===== config.mk =====
export PLATFORM = sky130hd
export DESIGN_NAME = sad_min_tracker_flat
export DESIGN_NICKNAME = d
export VERILOG_FILES = /design/src/rtl/sad_min_tracker_if.sv /design/src/rtl/sad_min_tracker.sv /design/src/flat_wrapper.sv
export SDC_FILE = /design/constraint.sdc
export NUM_CORES = 1
export LEC_CHECK = 0
export CAP_MARGIN = 25
export CORE_ASPECT_RATIO = 1.1
export CORE_MARGIN = 5
export CORE_UTILIZATION = 42
export CTS_BUF_LIST = sky130_fd_sc_hd__clkbuf_16
export DETAILED_ROUTE_END_ITERATION = 10
export PLACE_DENSITY_LB_ADDON = 0.08
export SYNTH_ARGS = -nofsm -noshare
export SYNTH_HDL_FRONTEND = slang
export SYNTH_SLANG_ARGS = --single-unit

===== constraint.sdc =====
create_clock -name clk -period 2.5 [get_ports clk]
set_clock_uncertainty 0.1 [all_clocks]
set_input_delay 0.375 -clock clk [delete_from_list [all_inputs] [get_ports clk]]
set_output_delay 0.375 -clock clk [all_outputs]
set_load 0.05 [all_outputs]

===== src/rtl/sad_min_tracker_if.sv =====
// sad_min_tracker_if: candidate-beat input bus and result bus of the SAD running-minimum tracker.
// Ports: the master side drives start/sad_valid/sad_last/sad_vec/mv_x/mv_y and receives
//        busy/done/min_sad/min_mv_x/min_mv_y/cand_cnt; the slave side (the tracker) is the mirror.
interface sad_min_tracker_if #(
  parameter int NUM_CH = 4,
  parameter int SAD_W  = 16,
  parameter int MV_W   = 8,
  parameter int CNT_W  = 12
);
  // Candidate beat side
  logic                      start;
  logic                      sad_valid;
  logic                      sad_last;
  logic [NUM_CH*SAD_W-1:0]   sad_vec;
  logic [MV_W-1:0]           mv_x;
  logic [MV_W-1:0]           mv_y;

  // Result side
  logic                      busy;
  logic                      done;
  logic [NUM_CH*SAD_W-1:0]   min_sad;
  logic [NUM_CH*MV_W-1:0]    min_mv_x;
  logic [NUM_CH*MV_W-1:0]    min_mv_y;
  logic [CNT_W-1:0]          cand_cnt;

  modport master (
    output start, sad_valid, sad_last, sad_vec, mv_x, mv_y,
    input  busy, done, min_sad, min_mv_x, min_mv_y, cand_cnt
  );

  modport slave (
    input  start, sad_valid, sad_last, sad_vec, mv_x, mv_y,
    output busy, done, min_sad, min_mv_x, min_mv_y, cand_cnt
  );
endinterface


===== src/rtl/sad_min_tracker.sv =====
// sad_min_tracker: per-partition running minimum SAD with best-MV capture over a search sweep.
// Latency: an accepted beat / start is reflected on all outputs one cycle later; done pulses the
//          cycle after the last beat. One beat per cycle, no back-pressure.
// Ports: clk, rst (sync, active-high) plus bus (sad_min_tracker_if.slave) carrying start,
//        sad_valid, sad_last, sad_vec, mv_x, mv_y in and busy, done, min_sad, min_mv_x,
//        min_mv_y, cand_cnt out. All outputs come straight from flops.
// Build option: define SAD_MIN_TIEBREAK_EN to break equal-SAD ties in favour of the smaller
//               |mv_x|+|mv_y|; otherwise the earliest candidate keeps an equal SAD.
module sad_min_tracker #(
  parameter int NUM_CH = 4,
  parameter int SAD_W  = 16,
  parameter int MV_W   = 8,
  parameter int CNT_W  = 12
) (
  input  logic                 clk,
  input  logic                 rst,
  sad_min_tracker_if.slave     bus
);

  typedef enum logic [1:0] {
    IDLE   = 2'd0,
    SEARCH = 2'd1,
    DONE   = 2'd2
  } state_t;

  localparam logic [SAD_W-1:0] SAD_MAX = '1;
  localparam logic [CNT_W-1:0] CNT_MAX = '1;

  state_t             state_q, state_d;
  logic [SAD_W-1:0]   min_sad_q [NUM_CH];
  logic [SAD_W-1:0]   min_sad_d [NUM_CH];
  logic [MV_W-1:0]    min_mvx_q [NUM_CH];
  logic [MV_W-1:0]    min_mvx_d [NUM_CH];
  logic [MV_W-1:0]    min_mvy_q [NUM_CH];
  logic [MV_W-1:0]    min_mvy_d [NUM_CH];
  logic [CNT_W-1:0]   cand_cnt_q, cand_cnt_d;

  logic               accept;
  logic [NUM_CH-1:0]  win;

`ifdef SAD_MIN_TIEBREAK_EN
  // Magnitude at MV_W+1 bits so that -2^(MV_W-1) maps to +2^(MV_W-1) without wrapping.
  function automatic logic [MV_W:0] mv_mag(input logic [MV_W-1:0] v);
    logic [MV_W:0] ext;
    ext = {v[MV_W-1], v};
    return ext[MV_W] ? (~ext + 1'b1) : ext;
  endfunction

  function automatic logic [MV_W+1:0] mv_l1(input logic [MV_W-1:0] x,
                                            input logic [MV_W-1:0] y);
    return {1'b0, mv_mag(x)} + {1'b0, mv_mag(y)};
  endfunction

  logic [MV_W+1:0] cand_l1;
  assign cand_l1 = mv_l1(bus.mv_x, bus.mv_y);
`endif

  // Per-channel replace decision for the current candidate.
  for (genvar c = 0; c < NUM_CH; c++) begin : g_ch
    logic [SAD_W-1:0] cand_sad;
    assign cand_sad = bus.sad_vec[c*SAD_W +: SAD_W];

`ifdef SAD_MIN_TIEBREAK_EN
    logic [MV_W+1:0] best_l1;
    assign best_l1 = mv_l1(min_mvx_q[c], min_mvy_q[c]);
    // The cleared value carries MV (0,0), so an all-ones beat can never win the tie.
    assign win[c] = (cand_sad < min_sad_q[c]) ||
                    ((cand_sad == min_sad_q[c]) && (cand_l1 < best_l1));
`else
    assign win[c] = cand_sad < min_sad_q[c];
`endif

    assign bus.min_sad [c*SAD_W +: SAD_W] = min_sad_q[c];
    assign bus.min_mv_x[c*MV_W  +: MV_W]  = min_mvx_q[c];
    assign bus.min_mv_y[c*MV_W  +: MV_W]  = min_mvy_q[c];
  end

  // Next-state and datapath. start overrides everything in every state: it clears the
  // sweep and (re)enters SEARCH, discarding any beat presented in the same cycle.
  always_comb begin
    state_d    = state_q;
    cand_cnt_d = cand_cnt_q;
    min_sad_d  = min_sad_q;
    min_mvx_d  = min_mvx_q;
    min_mvy_d  = min_mvy_q;
    accept     = 1'b0;

    case (state_q)
      IDLE: begin
        if (bus.start) state_d = SEARCH;
      end
      SEARCH: begin
        if (bus.start) begin
          state_d = SEARCH;
        end else if (bus.sad_valid) begin
          accept = 1'b1;
          if (bus.sad_last) state_d = DONE;
        end
      end
      DONE: begin
        state_d = bus.start ? SEARCH : IDLE;
      end
      default: state_d = IDLE;
    endcase

    if (bus.start) begin
      cand_cnt_d = '0;
      for (int c = 0; c < NUM_CH; c++) begin
        min_sad_d[c] = SAD_MAX;
        min_mvx_d[c] = '0;
        min_mvy_d[c] = '0;
      end
    end else if (accept) begin
      if (cand_cnt_q != CNT_MAX) cand_cnt_d = cand_cnt_q + 1'b1;
      for (int c = 0; c < NUM_CH; c++) begin
        if (win[c]) begin
          min_sad_d[c] = bus.sad_vec[c*SAD_W +: SAD_W];
          min_mvx_d[c] = bus.mv_x;
          min_mvy_d[c] = bus.mv_y;
        end
      end
    end
  end

  always_ff @(posedge clk) begin
    if (rst) begin
      state_q    <= IDLE;
      cand_cnt_q <= '0;
      for (int c = 0; c < NUM_CH; c++) begin
        min_sad_q[c] <= SAD_MAX;
        min_mvx_q[c] <= '0;
        min_mvy_q[c] <= '0;
      end
    end else begin
      state_q    <= state_d;
      cand_cnt_q <= cand_cnt_d;
      for (int c = 0; c < NUM_CH; c++) begin
        min_sad_q[c] <= min_sad_d[c];
        min_mvx_q[c] <= min_mvx_d[c];
        min_mvy_q[c] <= min_mvy_d[c];
      end
    end
  end

  // busy/done decode straight from the state flops, so they remain registered outputs.
  assign bus.busy     = (state_q == SEARCH);
  assign bus.done     = (state_q == DONE);
  assign bus.cand_cnt = cand_cnt_q;

endmodule


===== src/flat_wrapper.sv =====
// flat-port wrapper written by rule: the top's interface ports become plain ports
module sad_min_tracker_flat 
#(
  parameter int NUM_CH = 4,
  parameter int SAD_W  = 16,
  parameter int MV_W   = 8,
  parameter int CNT_W  = 12
)
  (clk, rst, bus_start, bus_sad_valid, bus_sad_last, bus_sad_vec, bus_mv_x, bus_mv_y, bus_busy, bus_done, bus_min_sad, bus_min_mv_x, bus_min_mv_y, bus_cand_cnt);
  sad_min_tracker_if #(.NUM_CH(NUM_CH), .SAD_W(SAD_W), .MV_W(MV_W), .CNT_W(CNT_W)) bus_i ();
  input  logic clk;
  input  logic rst;
  input wire logic [$bits(bus_i.start)-1:0] bus_start;
  input wire logic [$bits(bus_i.sad_valid)-1:0] bus_sad_valid;
  input wire logic [$bits(bus_i.sad_last)-1:0] bus_sad_last;
  input wire logic [$bits(bus_i.sad_vec)-1:0] bus_sad_vec;
  input wire logic [$bits(bus_i.mv_x)-1:0] bus_mv_x;
  input wire logic [$bits(bus_i.mv_y)-1:0] bus_mv_y;
  output wire logic [$bits(bus_i.busy)-1:0] bus_busy;
  output wire logic [$bits(bus_i.done)-1:0] bus_done;
  output wire logic [$bits(bus_i.min_sad)-1:0] bus_min_sad;
  output wire logic [$bits(bus_i.min_mv_x)-1:0] bus_min_mv_x;
  output wire logic [$bits(bus_i.min_mv_y)-1:0] bus_min_mv_y;
  output wire logic [$bits(bus_i.cand_cnt)-1:0] bus_cand_cnt;
  assign bus_i.start = bus_start;
  assign bus_i.sad_valid = bus_sad_valid;
  assign bus_i.sad_last = bus_sad_last;
  assign bus_i.sad_vec = bus_sad_vec;
  assign bus_i.mv_x = bus_mv_x;
  assign bus_i.mv_y = bus_mv_y;
  assign bus_busy = bus_i.busy;
  assign bus_done = bus_i.done;
  assign bus_min_sad = bus_i.min_sad;
  assign bus_min_mv_x = bus_i.min_mv_x;
  assign bus_min_mv_y = bus_i.min_mv_y;
  assign bus_cand_cnt = bus_i.cand_cnt;
  sad_min_tracker #(.NUM_CH(NUM_CH), .SAD_W(SAD_W), .MV_W(MV_W), .CNT_W(CNT_W)) u_core (.clk(clk), .rst(rst), .bus(bus_i));
endmodule

==> out/metrics.csv, run 1 <==
stage,metric,value,unit
outcome,status,completed,
synth,synthDistinctLibCells,44,
place,dp.cells,1227,
synth,synthMuxAreaShare,0.1819,
die,dieArea,0.01960,sq mm
global_routing,grt-ovfl-total,0,
power_and_ir_drop,ir_drop,0.0004086,V
synth,synth_cells,787,
critical_path,crit_type,primary input to register,
timing,rsz0062_at_grt,true,
synth,synth_area_per_cell,9.019,sq um
critical_path,cpMaxStageDelayCell,clkdlybuf4s50_1,
timing,slew_headroom,0.6224,
synth,ys.flop_type,dfxtp_1,
power_and_ir_drop,power.density,503.9,mW/mm^2
detailed_routing,first_pass_iters,4,
global_routing,grt_max_degree,67,
synth,synth_top_family_by_area,multiplexers,
power_and_ir_drop,p_int,0.003907,W
synth,synth_compound_area_frac,0.05694,
cells_and_area,design_area,0.01063,sq mm
die,initial_core_util,0.4304,
cells_and_area,antennaDiodeCount,0,
detailed_routing,viasPerCell,4.917,
clock_network,holdBufCountCts,0,
synth,synth_xor_area_frac,0.009871,
clock_network,clockBufferDepth,2,
critical_path,worstPathArrival,2.69,ns
global_routing,grt_pass1_vias,6084,
synth,yosys.area.top_type,dfxtp_1,
place,post-dp-hpwl,14590,um
detailed_routing,drt-wirelength-per-cell,15.21,um
global_routing,antenna_found_initial,0,
cells_and_area,finalNonFillerCells,1261,
synth,synthSimpleGateAreaFrac,0.1817,
clock_network,htreeDepth,4,
detailed_routing,drc,0,
cells_and_area,drive_gt1_frac,0.1239,
cells_and_area,area_delta_synth_final,49.69,%
place,place_area,0.009987,sq mm
die,die_h,146.3,um
synth,ys_seq_area_frac,0.4005,
detailed_routing,wl,19190,um
global_routing,grt_usage,0.1913,
power_and_ir_drop,seqPwrFrac,0.429,
cells_and_area,final_nets,1190,
power_and_ir_drop,power_frac_comb,0.115,
timing,tightest_slew,0.5646,ns
critical_path,end_kind,register,
detailed_routing,drtIter0Drc,198,
die,std_cell_rows,49,
critical_path,worstPathRequired,2.74,ns
clock_network,cts_tree,yes,
timing,min_period_over_period,0.9786,
power_and_ir_drop,p_clk_frac,0.456,
timing,final.setup.worst_slack,0.05352,ns
clock_network,cts.sinks,142,
synth,synthAdderAreaFrac,0.1075,
die,core_area,0.01649,sq mm
detailed_routing,dr_total_vias,6200,
detailed_routing,ant_nets,0,
power_and_ir_drop,p_sw,0.001448,W
place,place_ws,-0.3534,ns
die,die_x,134.0,um
timing,fmax,0.4088,GHz
synth,synth.top_cell.area_share,0.4005,
critical_path,cpPeakStageDelay,0.51,ns
synth,synth_top_cells_by_area,"dfxtp_1 (40%), mux2i_1 (18%), ha_1 (11%)",
timing,hold_violations,0,
critical_path,crit_chain,"clkdlybuf4s50_1, ha_1, nand4_1, nor3_1, or4_4, nor4_4, buf_6, buf_12, mux2i_1",
place,place.gp.congestion,0.7886,
clock_network,clkTransAtPathRegs,0.06,ns
synth,syn_area,0.007098,sq mm
clock_network,clk_latency,0.42,ns
clock_network,cts_buffers,17,
global_routing,grt_pass1_wl,30440,um
synth,ys_seq_elements,142,
power_and_ir_drop,p_leak,4.835,nW
critical_path,cp_max_fo,11,
synth,synth_nets,933,
synth,synth_edf_count,0,
synth,synthArstFlopShare,0,
timing,finalSetupViolations,0,
clock_network,cts_root_buf,clkbuf_16,
min_path,hp-class,primary input to register,
timing,finalMaxSlewViolations,0,
critical_path,cp-start-kind,primary input,
die,num_io_pins,227,
power_and_ir_drop,p_sw_frac,0.2704,
timing,fin_crit,2.446,ns
place,port_buffers,226,
run,maxCapViolations,0,
synth,ys_warn_count,0,
-- placed cells by master, fill, tap and decap left out, types with 2 or more instances in the layout --
master / instances
a21oi_1: 13
o21a_1: 6
o211ai_1: 6
nor2_1: 143
clkbuf_16: 18
buf_6: 2
ha_1: 59
or3_1: 2
a221oi_1: 2
clkdlybuf4s50_1: 225
xor2_1: 7
a21o_1: 11
buf_4: 39
inv_8: 6
buf_12: 9
and4_1: 6
or4_1: 2
ha_4: 2
and3_1: 3
dfxtp_2: 25
clkinv_4: 2
nand2_1: 94
nor3_1: 5
nand2b_1: 4
or2_2: 2
nor2b_1: 4
mux2i_1: 128
nor4_1: 3
inv_6: 5
nand3_1: 7
dfxtp_4: 7
inv_1: 62
a211oi_1: 3
nor4_4: 2
dfxtp_1: 110
o21ai_0: 4
a41oi_1: 2
a2111oi_2: 2
nand4_1: 4
-- stage by stage --
stage,total power (W),hold slack (ns),util,TNS [ns]
after floorplan,0.002654,0.3535,-,0
after global placement,0.002954,0.3421,0.6056,-33.43
after detailed placement,0.002956,0.3483,0.6056,-34.87
after CTS,0.005422,0.3580,0.6399,0
after global routing,0.005585,0.2549,0.6443,-0.1533
final,0.005354,0.2569,0.6443,0
-- worst max-delay path, delay by kind of cell --
family	cells	cell delay, ns
adder cells (fa/ha/maj)	1	0.26
multiplexers	1	0.21
AND/OR/NAND/NOR	4	0.98
buffers and inverters	3	0.85
-- cell usage after synthesis, types with 6 or more instances --
cell,n
a21o_1,11
a21oi_1,13
and4_1,6
buf_6,6
clkbuf_1,27
dfxtp_1,142
ha_1,61
inv_1,62
mux2i_1,129
nand2_1,94
nand3_1,7
nor2_1,144
o211ai_1,6
o21a_1,6
xor2_1,7
-- kinds of logic (layout without fill, tap and decap cells) --
logic type      count (synthesis)  count (layout)
compound gates                 56              56
mux                           129             129
fa+ha+maj                      61              61
flops                         142             142
xor+xnor                        8               8
buf+inv                       101             371
simple gates                  290             290
-- power by group through the flow --
| stage | Sequential, W | Clock (W) | Combinational, W |
|---|---|---|---|
| 6_report | 0.00230 | 0.00244 | 0.000616 |
| 5_1_grt | 0.00230 | 0.00263 | 0.000661 |
| 4_1_cts | 0.00230 | 0.00251 | 0.000613 |
| 3_5_place_dp | 0.00235 | 0 | 0.000609 |
| 3_3_place_gp | 0.00235 | 0 | 0.000608 |
| 2_1_floorplan | 0.00242 | 0 | 0.000234 |
-- path summary, 6_finish.rpt --
check | startpoint | end | slack (ns) | depth (start not counted)
setup / recovery | bus_sad_vec[46] | u_core.bus.min_mv_y[21] | 0.05 | 9
hold / removal | bus_sad_vec[45] | u_core.bus.min_sad[45] | 0.26 | 3
setup reg to reg | u_core.bus.min_sad[46] | u_core.bus.min_mv_y[21] | 0.09 | 9
hold reg to reg | u_core.bus.min_mv_y[19] | u_core.bus.min_mv_y[19] | 0.36 | 2
-- layout make-up --
cell class | count | area (sq um)
Tap cell | 204 | 255.2
Sequential cell | 142 | 2900
Clock inverter | 15 | 140.1
Fill cell | 1454 | 5867
Timing Repair Buffer | 277 | 2785
Inverter | 62 | 232.7
Clock buffer | 17 | 425.4
Multi-Input combinational cell | 544 | 3886
-- sequential cells by signal, summed over array words and instances (netlist names) --
register / cells
u_core.bus.min_sad: 64
u_core.bus.min_mv_x: 32
u_core.bus.min_mv_y: 32
u_core.bus.cand_cnt: 12
u_core.state_q: 2
-- layer usage --
| layer | global-route usage | vias up | part of all wire | routed length [um] |
|---|---|---|---|---|
| met3 | 0.07364 | 16 | 0.069 | 1322 |
| li1 | - | 3169 | - | - |
| met4 | 0.04938 | 0 | 0.013 | 249 |
| met1 | 0.2259 | 2876 | 0.43 | 8303 |
| met5 | 0 | - | 0 | 0 |
| met2 | 0.3256 | 139 | 0.49 | 9310 |
-- repair_timing --
| action | CTS | global route |
|---|---|---|
| resized for setup | 0 | 7 |
| setup endpoints to repair | 0 | 56 |
| setup buffers | 0 | 1 |
Note: power is estimated with default switching activity, not from simulation.
==> inputs of run 2 (changes only) <==
Settings changed: CORE_UTILIZATION 42 to 30.
==> run 2 against run 1 <==
Compared with the run above:
- core utilization fell by 19 points
- critical path depth is 7 lower
- hold slack worse by 0.051 ns
- sequential power about the same
- highest routed layer is now met5
- register-to-register slack better by 0.04 ns
- cell area increased by 1.3%
- global-route usage fell by 4.1 points
- cell count up 8.2%
==> out/metrics.csv, run 2 (same netlist as run 1, synthesis figures left out) <==
stage,metric,value,unit,change
cells_and_area,drive_gt1_frac,0.1246,,was 0.1239
critical_path,crit_buf_inv,1,,was 3
global_routing,grt_pass1_vias,6223,,"was 6,084"
cells_and_area,area_delta_synth_final,51.67,%,was 49.69%
cells_and_area,final_nets,1192,,"was 1,190"
detailed_routing,dr_total_vias,6170,,"was 6,200"
timing,fin_setup_tns,0,ns,unchanged
global_routing,busiest_layer,met2,,unchanged
critical_path,cpMaxStageDelayCell,clkdlybuf4s50_1,,unchanged
global_routing,grt_max_degree,53,,was 67
critical_path,critPathTopFamily,buffers and inverters,,was simple AND/OR/NAND/NOR gates
critical_path,worstPathArrival,1.94,ns,was 2.69 ns
timing,finalSetupViolations,0,,unchanged
outcome,status,completed,,unchanged
critical_path,reg2reg_to,u_core.bus.min_mv_x[17],,was u_core.bus.min_mv_y[21]
die,die_h,171.3,um,was 146.3 um
timing,fmax,0.4134,GHz,was 0.4088 GHz
critical_path,cp_max_fo,6,,was 11
cells_and_area,final_util,0.4586,,was 0.6443
detailed_routing,ant_nets,0,,unchanged
clock_network,cts_buffers,17,,unchanged
global_routing,grt-ovfl-total,0,,unchanged
global_routing,antenna_found_initial,1,,was 0
min_path,min_from,bus_sad_vec[62],,was bus_sad_vec[45]
timing,hold_violations,0,,unchanged
timing,finalMaxSlewViolations,0,,unchanged
clock_network,cts_tree,yes,,unchanged
place,post-dp-hpwl,15550,um,"was 14,590 um"
timing,timing.hold.ws,0.2058,ns,was 0.2569 ns
run,maxCapViolations,0,,unchanged
power_and_ir_drop,p_leak,4.853,nW,was 4.835 nW
clock_network,clk_latency,0.42,ns,about the same
timing,fin_crit,2.419,ns,was 2.446 ns
cells_and_area,antennaDiodeCount,0,,unchanged
critical_path,cpPeakStageDelay,0.88,ns,was 0.51 ns
cells_and_area,mostFrequentLayoutCells,"clkdlybuf4s50_1 (224), nor2_1 (143), mux2i_1 (129)",,"was clkdlybuf4s50_1 (225), nor2_1 (143), mux2i_1 (128)"
detailed_routing,first_pass_iters,4,,unchanged
clock_network,clockBufferDepth,2,,unchanged
place,place.gp.congestion,0.7834,,was 0.7886
power_and_ir_drop,ir_drop,0.0004182,V,was 0.0004086 V
cells_and_area,largest_register_ffs,64,,unchanged
min_path,whs_path_depth,3,,unchanged
detailed_routing,wl,20470,um,"was 19,190 um"
critical_path,rrSetupSlack,0.13,ns,was 0.09 ns
critical_path,worstPathRequired,2.03,ns,was 2.74 ns
cells_and_area,fill_cells,2339,,"was 1,454"
min_path,min_to,u_core.bus.min_sad[62],,was u_core.bus.min_sad[45]
timing,tightest_slew,0.5773,ns,was 0.5646 ns
global_routing,grt_pass1_wl,32090,um,"was 30,440 um"
clock_network,htreeDepth,4,,unchanged
die,std_cell_rows,59,,was 49
die,initial_core_util,0.3024,,was 0.4304
detailed_routing,drt-wirelength-per-cell,15.01,um,was 15.21 um
power_and_ir_drop,power.density,501.9,mW/mm^2,was 503.9 mW/mm^2
global_routing,grt_usage,0.1499,,was 0.1913
global_routing,use_met3,0.06115,,was 0.07364
critical_path,worstReg2RegStart,u_core.bus.min_sad[41],,was u_core.bus.min_sad[46]
critical_path,cp-start-kind,register,,was primary input
die,dieArea,0.02684,sq mm,was 0.01960 sq mm
die,num_io_pins,227,,unchanged
critical_path,end_kind,output pin,,was register
detailed_routing,viasPerCell,4.523,,was 4.917
timing,min_period_over_period,0.9675,,was 0.9786
timing,slew_headroom,0.6140,,was 0.6224
critical_path,crit_type,register to output pin,,was primary input to register
min_path,hp-class,primary input to register,,unchanged
clock_network,clkTransAtPathRegs,0.07,ns,was 0.06 ns
clock_network,cts.sinks,142,,unchanged
place,port_buffers,226,,unchanged
cells_and_area,final_common_cell,clkdlybuf4s50_1,,unchanged
critical_path,ff2ff_path_depth,8,,was 9
die,core_area,0.02348,sq mm,was 0.01649 sq mm
detailed_routing,drtIter0Drc,135,,was 198
global_routing,use_met2,0.2377,,was 0.3256
detailed_routing,drc,0,,unchanged
global_routing,met1_usage,0.1855,,was 0.2259
die,die_x,156.7,um,was 134.0 um
critical_path,crit_chain,"nor2b_1, clkdlybuf4s50_1",,"was clkdlybuf4s50_1, ha_1, nand4_1, nor3_1, or4_4, nor4_4, buf_6, buf_12, mux2i_1"
power_and_ir_drop,total_power,0.005403,W,was 0.005354 W
clock_network,cts_root_buf,clkbuf_16,,unchanged
-- run 2: cell count changes in the layout (fill, tap and decap cells not counted), moves of 2 or more --
cell	previous run	this run
clkinv_4	2	4
ha_4	2	0
buf_6	2	0
inv_6	5	3
clkinv_8	0	3
inv_8	6	3
buf_4	39	42
ha_1	59	61
-- run 2: worst reg2reg max path, stage by stage, from the launching register on --
cell and delay (ns):
dfxtp_2 0.34, inv_1 0.04, ha_1 0.30, a21oi_1 0.15
nor3_1 0.07, or4_4 0.49, nor4_4 0.34, buf_12 0.24
mux2i_1 0.23
-- run 2: final cells by class --
cell class / count / area [sq um] / area share
clock buffers: 17 / 425.4 / 0.03952
repair buffers: 279 / 2808 / 0.2608
clock inverters: 15 / 155.1 / 0.01441
multi-input cells: 544 / 3861 / 0.3587
inverters: 62 / 232.7 / 0.02162
well taps: 305 / 381.6 / 0.03545
flip-flops and latches: 142 / 2902 / 0.2695
-- run 2: how the worst max path moves through the flow --
stage	from	to	slack, ns	cells past startpoint
after floorplan	u_core.bus.min_sad[28]	u_core.bus.min_sad[22]	0.005	9
after global placement	bus_sad_vec[62]	u_core.bus.min_mv_x[31]	-0.33	9
after detailed placement	bus_sad_vec[15]	u_core.bus.min_mv_y[5]	-0.33	8
after CTS	u_core.state_q[0]	bus_busy	0.06	2
after global routing	u_core.bus.min_sad[59]	u_core.bus.min_mv_y[31]	-0.001	11
final	u_core.state_q[0]	bus_busy	0.08	2
-- run 2: metal layers --
layer  wire length [um]  share of wire  vias to the layer above
li1                   -              -                     3161
met1               9204           0.45                     2825
met2               9115           0.45                      159
met3               1747          0.085                       23
met4                391          0.019                        2
met5                 11        0.00054                        -
-- run 2: through the flow --
step           cell area, sq um  worst slack [ns]  instances
3_3_place_gp              10130           -0.3312       1328
5_1_grt                   10770         -0.001447       1364
3_5_place_dp              10130           -0.3348       1328
2_1_floorplan              7177          0.005075        787
6_report                  10770           0.08118       1364
4_1_cts                   10710           0.06438       1360
-- run 2: power by group --
group	switching [W]	leakage (nW)	internal, W
Sequential	0.0000167	1.13	0.00228
Combinational	0.000317	3.44	0.000306
Clock	0.00116	0.280	0.00133
Total	0.00149	4.85	0.00391
-- run 2: timing repair --
item | CTS | global route
endpoints found under the setup margin | 0 | 42
buffers inserted | 0 | 3
hold buffers | 0 | 0
resized for setup | 0 | 6
hold endpoints to repair | 0 | 0
